`src/rtl/multicycle_control.sv`:
```
// Multi-cycle MIPS sequencer: steps each instruction through fetch/decode/execute/memory/writeback
// and drives datapath selects, write enables and ALU operation from the registered state.
module multicycle_control (
  input  logic       clk,
  input  logic       rst,
  input  logic [5:0] OP_code,
  input  logic [5:0] FUNC_code,
  input  logic       zero,
  input  logic       mem_ready,
  output logic       PCWrite,
  output logic       IorD,
  output logic       MemRead,
  output logic       MemWrite,
  output logic       mem_byte,
  output logic       IRWrite,
  output logic       RegWrite,
  output logic [1:0] RegDest,
  output logic [1:0] MemtoReg,
  output logic       ALUSrcA,
  output logic [1:0] ALUSrcB,
  output logic       ExtZero,
  output logic [1:0] PCSource,
  output logic [3:0] ALU_op,
  output logic       instr_done,
  output logic       illegal_op,
  output logic [3:0] state
);

  typedef enum logic [3:0] {
    FETCH     = 4'd0,
    DECODE    = 4'd1,
    MEM_ADDR  = 4'd2,
    MEM_READ  = 4'd3,
    MEM_WB    = 4'd4,
    MEM_WRITE = 4'd5,
    R_EXEC    = 4'd6,
    R_WB      = 4'd7,
    BRANCH    = 4'd8,
    JUMP      = 4'd9,
    I_EXEC    = 4'd10,
    I_WB      = 4'd11,
    JR        = 4'd12
  } state_t;

  localparam logic [5:0] OP_RTYPE = 6'h00, OP_J     = 6'h02, OP_JAL  = 6'h03;
  localparam logic [5:0] OP_BEQ   = 6'h04, OP_BNE   = 6'h05;
  localparam logic [5:0] OP_ADDI  = 6'h08, OP_ADDIU = 6'h09, OP_SLTI = 6'h0A, OP_SLTIU = 6'h0B;
  localparam logic [5:0] OP_ANDI  = 6'h0C, OP_ORI   = 6'h0D, OP_XORI = 6'h0E;
  localparam logic [5:0] OP_LB    = 6'h20, OP_LW    = 6'h23, OP_SB   = 6'h28, OP_SW    = 6'h2B;
  localparam logic [5:0] FN_JR    = 6'h08;

  state_t state_q, state_d;

  // Supported R-type function codes (jr is handled separately in DECODE).
  function automatic logic r_legal(input logic [5:0] fn);
    case (fn)
      6'h00, 6'h02, 6'h20, 6'h21, 6'h22, 6'h23,
      6'h24, 6'h25, 6'h26, 6'h27, 6'h2A: r_legal = 1'b1;
      default:                           r_legal = 1'b0;
    endcase
  endfunction

  function automatic logic [3:0] r_alu_op(input logic [5:0] fn);
    case (fn)
      6'h24:        r_alu_op = 4'd1;
      6'h25:        r_alu_op = 4'd2;
      6'h00:        r_alu_op = 4'd3;
      6'h02:        r_alu_op = 4'd4;
      6'h2A:        r_alu_op = 4'd5;
      6'h22, 6'h23: r_alu_op = 4'd6;
      6'h27:        r_alu_op = 4'd10;
      6'h26:        r_alu_op = 4'd11;
      default:      r_alu_op = 4'd0;
    endcase
  endfunction

  always_ff @(posedge clk) begin
    if (rst) state_q <= FETCH;
    else     state_q <= state_d;
  end

  // Outputs and next state; everything is held at 0 while rst is high so no write can leak.
  always_comb begin
    state_d    = FETCH;
    PCWrite    = 1'b0;
    IorD       = 1'b0;
    MemRead    = 1'b0;
    MemWrite   = 1'b0;
    mem_byte   = 1'b0;
    IRWrite    = 1'b0;
    RegWrite   = 1'b0;
    RegDest    = 2'd0;
    MemtoReg   = 2'd0;
    ALUSrcA    = 1'b0;
    ALUSrcB    = 2'd0;
    ExtZero    = 1'b0;
    PCSource   = 2'd0;
    ALU_op     = 4'd0;
    instr_done = 1'b0;
    illegal_op = 1'b0;
    if (!rst) begin
      case (state_q)
        FETCH: begin
          MemRead = 1'b1;
          ALUSrcB = 2'd1;
          IRWrite = mem_ready;
          PCWrite = mem_ready;
          state_d = mem_ready ? DECODE : FETCH;
        end
        DECODE: begin
          ALUSrcB = 2'd3;
          case (OP_code)
            OP_LW, OP_LB, OP_SW, OP_SB: state_d = MEM_ADDR;
            OP_RTYPE: begin
              if (FUNC_code == FN_JR)      state_d = JR;
              else if (r_legal(FUNC_code)) state_d = R_EXEC;
              else begin
                illegal_op = 1'b1;
                instr_done = 1'b1;
              end
            end
            OP_ADDI, OP_ADDIU, OP_ANDI, OP_ORI,
            OP_XORI, OP_SLTI, OP_SLTIU: state_d = I_EXEC;
            OP_BEQ, OP_BNE:             state_d = BRANCH;
            OP_J, OP_JAL:               state_d = JUMP;
            default: begin
              illegal_op = 1'b1;
              instr_done = 1'b1;
            end
          endcase
        end
        MEM_ADDR: begin
          ALUSrcA = 1'b1;
          ALUSrcB = 2'd2;
          state_d = (OP_code == OP_LW || OP_code == OP_LB) ? MEM_READ : MEM_WRITE;
        end
        MEM_READ: begin
          MemRead  = 1'b1;
          IorD     = 1'b1;
          mem_byte = (OP_code == OP_LB);
          state_d  = mem_ready ? MEM_WB : MEM_READ;
        end
        MEM_WB: begin
          RegWrite   = 1'b1;
          MemtoReg   = 2'd1;
          instr_done = 1'b1;
        end
        MEM_WRITE: begin
          MemWrite   = 1'b1;
          IorD       = 1'b1;
          mem_byte   = (OP_code == OP_SB);
          instr_done = mem_ready;
          state_d    = mem_ready ? FETCH : MEM_WRITE;
        end
        R_EXEC: begin
          ALUSrcA = 1'b1;
          ALU_op  = r_alu_op(FUNC_code);
          state_d = R_WB;
        end
        R_WB: begin
          RegWrite   = 1'b1;
          RegDest    = 2'd1;
          instr_done = 1'b1;
        end
        I_EXEC: begin
          ALUSrcA = 1'b1;
          ALUSrcB = 2'd2;
          case (OP_code)
            OP_ANDI:            begin ALU_op = 4'd1;  ExtZero = 1'b1; end
            OP_ORI:             begin ALU_op = 4'd2;  ExtZero = 1'b1; end
            OP_XORI:            begin ALU_op = 4'd11; ExtZero = 1'b1; end
            OP_SLTI, OP_SLTIU:  ALU_op = 4'd5;
            default:            ALU_op = 4'd0;
          endcase
          state_d = I_WB;
        end
        I_WB: begin
          RegWrite   = 1'b1;
          instr_done = 1'b1;
        end
        BRANCH: begin
          ALUSrcA    = 1'b1;
          PCSource   = 2'd1;
          instr_done = 1'b1;
          if (OP_code == OP_BNE) begin
            ALU_op  = 4'd8;
            PCWrite = ~zero;
          end else begin
            ALU_op  = 4'd9;
            PCWrite = zero;
          end
        end
        JUMP: begin
          PCSource   = 2'd2;
          PCWrite    = 1'b1;
          instr_done = 1'b1;
          if (OP_code == OP_JAL) begin
            RegWrite = 1'b1;
            RegDest  = 2'd2;
            MemtoReg = 2'd2;
          end
        end
        JR: begin
          ALUSrcA    = 1'b1;
          PCSource   = 2'd3;
          PCWrite    = 1'b1;
          instr_done = 1'b1;
        end
        default: state_d = FETCH;
      endcase
    end
  end

  assign state = rst ? 4'd0 : state_q;

endmodule

```
`config.mk`:
```
export PLATFORM = sky130hd
export DESIGN_NAME = multicycle_control
export DESIGN_NICKNAME = d
export VERILOG_FILES = /design/src/rtl/multicycle_control.sv
export SDC_FILE = /design/constraint.sdc
export NUM_CORES = 1
export LEC_CHECK = 0
export CAP_MARGIN = 20
export CORE_ASPECT_RATIO = 1.2
export CORE_MARGIN = 2
export CORE_UTILIZATION = 40
export DETAILED_ROUTE_END_ITERATION = 8
export HOLD_SLACK_MARGIN = 0.12
export PLACE_DENSITY = 0.81
export SYNTH_ARGS = -nofsm -noshare
export SYNTH_HDL_FRONTEND = slang
export SYNTH_SLANG_ARGS = --single-unit
export TNS_END_PERCENT = 50
```
`constraint.sdc`:
```
create_clock -name clk -period 2.1 [get_ports clk]
set_clock_uncertainty 0.1 [all_clocks]
set_input_delay 0.42 -clock clk [delete_from_list [all_inputs] [get_ports clk]]
set_output_delay 0.42 -clock clk [all_outputs]
set_load 0.03 [all_outputs]
```
==> flow_summary.ini, run 1 <==
[yosys]
yosysWarnings = 0
synthFlopType = dfxtp_1
synth_cell_types = 53
synth_edf_count = 0
yosysSeqAreaShare = 0.0686
synth_simple_gate_area_share = 0.480
synthXorXnorAreaFrac = 0.0375
syn_inst = 185
avgSynthCellArea_sq_um = 6.31
synth_top_family_by_area = simple AND/OR/NAND/NOR gates
ys_ff_latch = 4
synth_fp_nets = 201
async_flop_share = 0
synth_compound_area_frac = 0.335
synth_area_sq_um = 1170
synthMuxAreaShare = 0
synth_fa_ha_area_frac = 0

[die]
io_pins = 43
start_util = 0.419
rows = 21
die_x_um = 53.3
die_y_um = 63.2

[clock_network]
cts_sinks = 4
htreeDepth = 1
numCtsBuffers = 3
postCtsHoldBufs = 0
clockRootBuffer = clkbuf_4
cts_max_path_buffers = 2

[run_status]
haltStage = 5_1_grt
outcome = did not finish
error = [ERROR DPL-0038] Utilization greater than 100%, impossible to legalize

[timing]
grt-worst-endpoint = RegWrite
worst-ep-kind = output port

[grt]
grt_start_max_net_pins = 25

[placement]
pre_cts_ws_ps = -912
gp_congestion = 0.954
port_buffers = 42
hpwl_um = 3430
[logic make-up after synthesis]
logic type / count (synthesis)
and+or+nand+nor: 96
buffers and inverters: 23
AOI/OAI and AO/OA: 57
xor gates and xnor gates: 5
DFF: 4
[Yosys cell counts (3+ instances only)]
library cell / n / area [sq um]
nor2b_1: 12 / 75.1
nor3_1: 10 / 50.1
a31oi_1: 3 / 18.8
nor2_1: 20 / 75.1
nor3b_1: 3 / 22.5
dfxtp_1: 4 / 80.1
nand2b_1: 12 / 75.1
buf_2: 4 / 20.0
xnor2_1: 3 / 26.3
buf_1: 4 / 15.0
nand2_1: 11 / 41.3
a211oi_1: 4 / 30.0
o21a_1: 3 / 22.5
clkbuf_1: 10 / 37.5
a21oi_1: 12 / 60.1
inv_1: 5 / 18.8
nor4_1: 6 / 37.5
o21ai_0: 12 / 60.1
[repair_timing]
action | in CTS
buffers inserted | 29
gates resized for setup | 118
pin swaps | 25
setup endpoints to repair | 27
cloned | 3
[stage by stage]
stage | TNS (ps) | util | instances | cell area [sq um]
detailed placement | -10860 | 0.714 | 295 | 1990
floorplan | -2290 | - | 185 | 1270
CTS | -2460 | 0.935 | 328 | 2610
global placement | -10080 | 0.714 | 295 | 1990
==> run 2, diff against run 1 <==
Settings changed: CORE_ASPECT_RATIO 1.2 to not set, CORE_UTILIZATION 40 to 25, HOLD_SLACK_MARGIN 0.12 to not set, PLACE_DENSITY 0.81 to not set, PLACE_DENSITY_LB_ADDON set to 0.15.
Clock period 2.1 ns to 2.7 ns, I/O delays scaled along.
==> run 2 against run 1 <==
Against the previous run: the run now ends clean; synthesized cell count stayed put; synthesized area stayed put.
==> flow_summary.ini, run 2 <==
[detailed_routing]
vias = 1652
firstDrtPassIters = 4
post_drt_wl_per_cell_um = 14.3
wl_um = 4520
ant_nets = 0
post_drt_via_cell_ratio = 5.23
drc = 0
drt_iter0_markers = 84

[worst_setup_path]
critPathCaptureType = output port
path_cells = clkdlybuf4s50_1 -> or4_4 -> nand4bb_1 -> o41ai_1 -> buf_4
critPathKind = in -> out
crit_slowest_cell = or4_4
cp.required_ps = 2060
cpPeakStageDelay_ps = 530
worst_setup_path_start_kind = primary input
arrival_ps = 2010
critPathBufInv = 2
critPathMaxFanout = 2
critPathTopFamily = simple AND/OR/NAND/NOR gates

[yosys]
synth_edf_count = 0
yosysTopAreaCell = dfxtp_1
synth_area_sq_um = 1170
synthTopCellsByCount = nor2_1 (20), a21oi_1 (12), nand2b_1 (12), nor2b_1 (12), o21ai_0 (12)
yosysSeqAreaShare = 0.0686
synth_fa_ha_area_frac = 0
synth_fp_nets = 201
yosysWarnings = 0
synthXorXnorAreaFrac = 0.0375
synth.most_common_cell = nor2_1
netlist.area_leader.share = 0.0686
synth_simple_gate_area_share = 0.480
synthFlopType = dfxtp_1
synthMuxAreaShare = 0
syn_inst = 185
avgSynthCellArea_sq_um = 6.31
async_flop_share = 0
synth_compound_area_frac = 0.335
ys_ff_latch = 4
synth_area_leaders = dfxtp_1 (6.9%), nand2b_1 (6.4%), nor2_1 (6.4%)
synth_cell_types = 53
synth_top_family_by_area = simple AND/OR/NAND/NOR gates

[timing]
worst_pin_slew_ps = 516
hold_viol_final = 0
period_minus_slack_ps = 2650
relSlewSlack = 0.656
period_share = 0.983
finalMaxSlewViolations = 0
clock.fmax_ghz = 0.377
fin_setup_tns_ps = 0
rsz0062_at_grt = true
setup_viol = 0

[die]
start_util = 0.264
core_sq_um = 4410
rows = 24
die_x_um = 72.3
io_pins = 43
die_y_um = 72.3
die-area_sq_um = 5230

[worst_hold_path]
min_path_type = reg -> reg

[finish]
largest-register = state_q
fillers = 489
antennaDiodeCount = 0
mostFrequentLayoutCell = buf_4
num-nets-final = 282
drive_gt1_frac = 0.417
layout_common_cells = buf_4 (76), nor2_1 (20), a21oi_1 (12)
largest_reg_flops = 4
reg_top3 = state_q x4
area_growth_syn_to_layout_pct = 75.5

[grt]
grt_pass1_vias = 1514
grt-ovfl-total = 0
grt_util_all_layers = 0.174
antenna_found_initial = 0
grt_pass1_wl_um = 7330
grt_start_max_net_pins = 17

[clock_network]
insertion_delay_ps = 220
path_clk_slew_ps = 40
postCtsHoldBufs = 0
cts_max_path_buffers = 2
cts_tree = built
htreeDepth = 1
clockRootBuffer = clkbuf_8
cts_sinks = 4
numCtsBuffers = 3

[run]
drv_cap = 0

[placement]
port_buffers = 42
gp_congestion = 0.785
hpwl_um = 3500

[power]
finalPower_uw = 404
peakVddDrop_mv = 0.119
p_leak_nw = 0.876
power.density_nw_per_um2 = 197

[run_status]
outcome = finished, final reports clean
run 2: cell counts after synthesis:
No cell type changed its count.
run 2: layout make-up:
type	count	area [sq um]	share of cell area
multi-input cells	158	1100	0.536
inverters	5	18.8	0.00916
flip-flops and latches	4	81.3	0.0397
well taps	52	65.1	0.0318
repair buffers	94	743	0.363
clock buffers	3	41.3	0.0202
run 2: cell families (layout without fill, tap and decap cells):
kind of cell,Yosys count,in the layout
AND/OR/NAND/NOR,96,96
AO/OA/AOI/OAI,57,57
buffers and inverters,23,102
XOR/XNOR,5,5
flip-flops,4,4
run 2: timing repair:
action                     4_1_cts  5_1_grt
pin swaps                        4        3
buffers inserted                 2        0
resized for setup               32        9
setup endpoints to repair       11        9
run 2: report_power, final:
group | internal (mW) | leakage, nW | switching (mW)
Clock | 0.0956 | 0.0216 | 0.0365
Combinational | 0.101 | 0.821 | 0.105
Sequential | 0.0608 | 0.0330 | 0.00506
Total | 0.258 | 0.876 | 0.147
run 2: final timing paths:
kind	start	end	slack (ps)	depth (start not counted)
setup / recovery	FUNC_code[4]	ALU_op[2]	50	5
hold / removal	state_q[1]	state_q[2]	540	2
setup reg to reg	state_q[0]	state_q[1]	840	5
hold reg to reg	state_q[1]	state_q[2]	540	2
run 2: tightest hold or removal path, stage by stage, from the launching register on:
cell and delay, ps:
dfxtp_2 390, o21ai_0 100, a31oi_1 80
run 2: routing by layer:
layer  track usage  share of wire  vias up
li1              -              -      848
met1         0.268           0.50      747
met2         0.262           0.43       55
met3        0.0194          0.062        2
met4        0.0252         0.0040        0
met5             0              0        -
run 2: through the flow:
stage / worst slack (ps) / std cells / area, sq um / util / hold slack (ps)
4_1_cts: -1.83 / 316 / 2000 / 0.454 / 553
2_1_floorplan: -72.0 / 185 / 1200 / - / 474
6_report: 46.1 / 316 / 2050 / 0.464 / 536
3_3_place_gp: -264 / 311 / 1920 / 0.435 / 563
5_1_grt: -35.0 / 316 / 2050 / 0.464 / 598
3_5_place_dp: -286 / 311 / 1920 / 0.435 / 559
Power figures use the tool's default switching activity.
==> run 3, diff against run 2 <==
Settings changed: SETUP_SLACK_MARGIN set to 0.5.
==> run 3 against run 2 <==
Against the previous run: worst setup slack better by 20 ps; sequential power is 3.0% lower; cell area is 15% higher; clock power hardly changed; sequential share of layout area is 0.32 points lower; combinational power is 17% higher; hold slack better by 65 ps; register-to-register slack better by 170 ps; via count is 3.8% higher; largest power group unchanged; largest cell class unchanged; global-route usage is 2.6 points higher.
==> flow_summary.ini, run 3 (synthesis results as in run 2) <==
[detailed_routing]
ant_nets = 0
post_drt_wl_per_cell_um = 16.0
post_drt_via_cell_ratio = 5.34
drc = 0
drt_iter0_markers = 87
wl_um = 5150
firstDrtPassIters = 4
vias = 1714

[finish]
layout_common_cells = buf_4 (66), nor2_1 (18), buf_6 (17)
fillers = 413
area_growth_syn_to_layout_pct = 102
final_cells = 321
mostFrequentLayoutCell = buf_4
num-nets-final = 287
largest-register = state_q
multi_input_area_sq_um = 1320
antennaDiodeCount = 0
seq_area_sq_um = 86.3
fin_util = 0.535
reg_top3 = state_q x4
largest_reg_flops = 4
drive_gt1_frac = 0.535

[placement]
port_buffers = 42
hpwl_um = 3790
gp_congestion = 0.897
pre_cts_ws_ps = -284
dp.cells = 308

[clock_network]
insertion_delay_ps = 230
cts_max_path_buffers = 2
cts_tree = built
cts_sinks = 4
path_clk_slew_ps = 30
htreeDepth = 1
clockRootBuffer = clkbuf_8
numCtsBuffers = 3

[worst_setup_path]
path_depth = 6
critPathCaptureType = output port
critPathTopFamily = simple AND/OR/NAND/NOR gates
critPathMaxFanout = 2
path_cells = buf_6 -> or4_4 -> or3_4 -> buf_6 -> nor3_4 -> buf_6
critPathKind = in -> out
arrival_ps = 1990
cp_common_cell = buf_6
cpPeakStageDelay_ps = 520
critPathBufInv = 3
crit_slowest_cell = or4_4
worst-r2r-cell-count = 5
worst_setup_path_start_kind = primary input
cp.required_ps = 2060

[timing]
setup_viol = 0
setup_ws_ps = 66.2
timing.hold.ws_ps = 601
finalMaxSlewViolations = 0
period_minus_slack_ps = 2630
clock.fmax_ghz = 0.380
relSlewSlack = 0.622
rsz0062_at_grt = true
hold_viol_final = 0
worst_pin_slew_ps = 559
period_share = 0.975

[worst_hold_path]
min_path_cells = 2
min_path_type = reg -> reg

[power]
peakVddDrop_mv = 0.153
p_leak_nw = 1.01
power.density_nw_per_um2 = 185

[die]
core_sq_um = 4410
start_util = 0.264
die-area_sq_um = 5230
die_x_um = 72.3
io_pins = 43
die_y_um = 72.3
rows = 24

[grt]
grt-ovfl-total = 0
grt_pass1_vias = 1640
antenna_found_initial = 0
grt_start_max_net_pins = 20
grt_util_all_layers = 0.200
grt_pass1_wl_um = 8250

[run_status]
outcome = finished, final reports clean

[run]
drv_cap = 0
==> run 3: timing repair <==
item                                    in CTS  in global routing
endpoints found under the setup margin      31                 15
pin swaps                                   15                  5
hold buffers                                 0                  0
setup buffers                                9                  1
gates resized for setup                     92                 10
==> run 3: area by class of cell <==
class | count | share of cell area
Sequential cell | 4 | 0.0365
Inverter | 5 | 0.00794
Timing Repair Buffer | 99 | 0.353
Clock buffer | 3 | 0.0175
Multi-Input combinational cell | 158 | 0.557
Tap cell | 52 | 0.0275
==> run 3: worst paths after layout <==
kind | from | to | slack, ps
hold reg to reg | state_q[2] | state_q[3] | 600
setup reg to reg | state_q[0] | state_q[1] | 1010
setup / recovery | OP_code[5] | RegDest[1] | 70
hold / removal | state_q[2] | state_q[3] | 600
==> run 3: metrics by stage <==
stage               area, sq um  setup TNS, ps  total power [mW]
floorplan                  1370              0             0.180
global placement           2070          -1530             0.283
detailed placement         2070          -1650             0.281
CTS                        2330              0             0.426
global route               2360              0             0.456
finish                     2360              0             0.437
==> run 3: power breakdown <==
| part | internal, mW | leakage, nW | switching, mW | total [mW] |
|---|---|---|---|---|
| registers | 0.0603 | 0.0341 | 0.00369 | 0.0639 |
| logic | 0.115 | 0.953 | 0.126 | 0.241 |
| clock network | 0.0954 | 0.0216 | 0.0360 | 0.131 |
| total | 0.271 | 1.01 | 0.166 | 0.437 |
==> run 3: layer usage <==
metal,GRT usage,share of wire,vias to the layer above
li1,-,-,855
met1,0.271,0.44,795
met2,0.326,0.47,54
met3,0.0208,0.058,10
met4,0.0734,0.024,0
met5,0,0,-
==> run 3: tightest hold or removal path, stage by stage (launching register included) <==
cell and delay (ps):
dfxtp_1 380, buf_6 190, nor3_1 80
==> run 4, diff against run 3 <==
Clock period 2.7 ns to 2.79 ns, I/O delays scaled along.
==> run 4 against run 3 <==
Against the previous run: power decreased by 5.8%; highest routed layer unchanged; wire length decreased by 9.5%; first-iteration DRC count decreased by 4.6%; combinational power fell by 5%; flip-flop and latch count did not move; critical path depth is 1 higher; die area is the same; largest power group unchanged.
==> flow_summary.ini, run 4 (synthesis results as in run 2) <==
[power]
clockPowerShare = 0.298
pwr-share-comb = 0.559
pwr-share-seq = 0.143
p_leak_nw = 0.963
p_int_uw = 260
finalPower_uw = 412
netSwitchingPower_uw = 151
power.density_nw_per_um2 = 177
swShare = 0.368
peakVddDrop_mv = 0.221

[clock_network]
clockRootBuffer = clkbuf_8
cts_tree = built
cts_sinks = 4
numCtsBuffers = 3
insertion_delay_ps = 220
path_clk_slew_ps = 30
postCtsHoldBufs = 0
htreeDepth = 1
cts_max_path_buffers = 2

[worst_setup_path]
startpoint = OP_code[2]
r2r_slack_ps = 1150
worst-r2r-cell-count = 5
r2r_start = state_q[1]
critPathKind = in -> out
worst_setup_path_start_kind = primary input
r2r-end = state_q[1]
arrival_ps = 2090
critPathCaptureType = output port
cp.required_ps = 2130
critPathMaxFanout = 2
crit_end = RegWrite

[finish]
largest-register = state_q
layout_common_cells = buf_4 (63), buf_6 (23), nor2_1 (18)
reg_top3 = state_q x4
drive_gt1_frac = 0.513
mostFrequentLayoutCell = buf_4
antennaDiodeCount = 0
area_growth_syn_to_layout_pct = 99.5
largest_reg_flops = 4
num-nets-final = 285

[grt]
grt_util_all_layers = 0.177
grt_pass1_vias = 1590
grt_start_max_net_pins = 17
grt-ovfl-total = 0
antenna_found_initial = 0
grt_pass1_wl_um = 7560

[die]
start_util = 0.264
die_y_um = 72.3
rows = 24
die-area_sq_um = 5230
io_pins = 43
die_x_um = 72.3
core_sq_um = 4410

[placement]
gp_congestion = 0.826
hpwl_um = 3540
port_buffers = 42

[timing]
finalMaxSlewViolations = 0
period_share = 0.984
timing.hold.ws_ps = 596
clock.fmax_ghz = 0.364
setup_viol = 0
rsz0062_at_grt = true
hold_viol_final = 0
period_minus_slack_ps = 2750
relSlewSlack = 0.662
worst_pin_slew_ps = 504

[detailed_routing]
firstDrtPassIters = 4
post_drt_via_cell_ratio = 5.23
wl_um = 4660
drc = 0
post_drt_wl_per_cell_um = 14.6
ant_nets = 0
vias = 1668
drt_iter0_markers = 83

[run_status]
outcome = finished, final reports clean

[worst_hold_path]
min_path_type = reg -> reg

[run]
drv_cap = 0
==> run 4: how the worst min path moves through the flow <==
stage                 startpoint  cells after the start    endpoint  slack (ps)
finish                state_q[2]                      3  state_q[0]         600
global route        FUNC_code[4]                      4  state_q[2]         640
CTS                   state_q[2]                      3  state_q[0]         610
detailed placement    state_q[2]                      3  state_q[0]         640
global placement      state_q[2]                      3  state_q[0]         650
floorplan             state_q[1]                      2  state_q[1]         470
==> run 4: per-layer routing <==
layer | track usage | up-vias | wire (um)
li1 | - | 855 | -
met1 | 0.246 | 782 | 2130
met2 | 0.300 | 29 | 2360
met3 | 0.0194 | 2 | 153
met4 | 0.0252 | 0 | 19
met5 | 0 | - | 0
==> run 4: area by class of cell <==
class	instances	area (sq um)
Fill cell	434	2090
Multi-Input combinational cell	158	1270
Timing Repair Buffer	97	837
Sequential cell	4	91.3
Tap cell	52	65.1
Clock buffer	3	41.3
Inverter	5	18.8
==> run 4: power groups by stage <==
stage          registers, mW  clock network [mW]  logic [mW]
2_1_floorplan         0.0615                   0       0.109
3_3_place_gp          0.0620                   0       0.200
3_5_place_dp          0.0619                   0       0.198
4_1_cts               0.0605               0.123       0.217
5_1_grt               0.0589               0.128       0.246
6_report              0.0587               0.123       0.230
==> run 4: worst max-delay path: stages <==
cell      delay, ps
buf_6            90
or4_4           540
buf_6           140
or3_4           350
nor3_4          130
o21bai_4        140
buf_6           140
==> run 4: what timing repair did <==
| item | in CTS | in global routing |
|---|---|---|
| resized for setup | 83 | 27 |
| endpoints found under the setup margin | 26 | 14 |
| setup buffers | 7 | 5 |
| pin swaps | 16 | 12 |
==> run 4: stage by stage <==
stage	area [sq um]	TNS (ps)	setup slack [ps]	util	instances
after floorplan	1340	0	120	-	185
after global placement	1990	-2650	-502	0.451	304
after detailed placement	1990	-2550	-528	0.451	304
after CTS	2220	-54.3	-45.4	0.502	314
after global routing	2330	-3.63	-3.63	0.527	319
final	2330	0	43.4	0.527	319
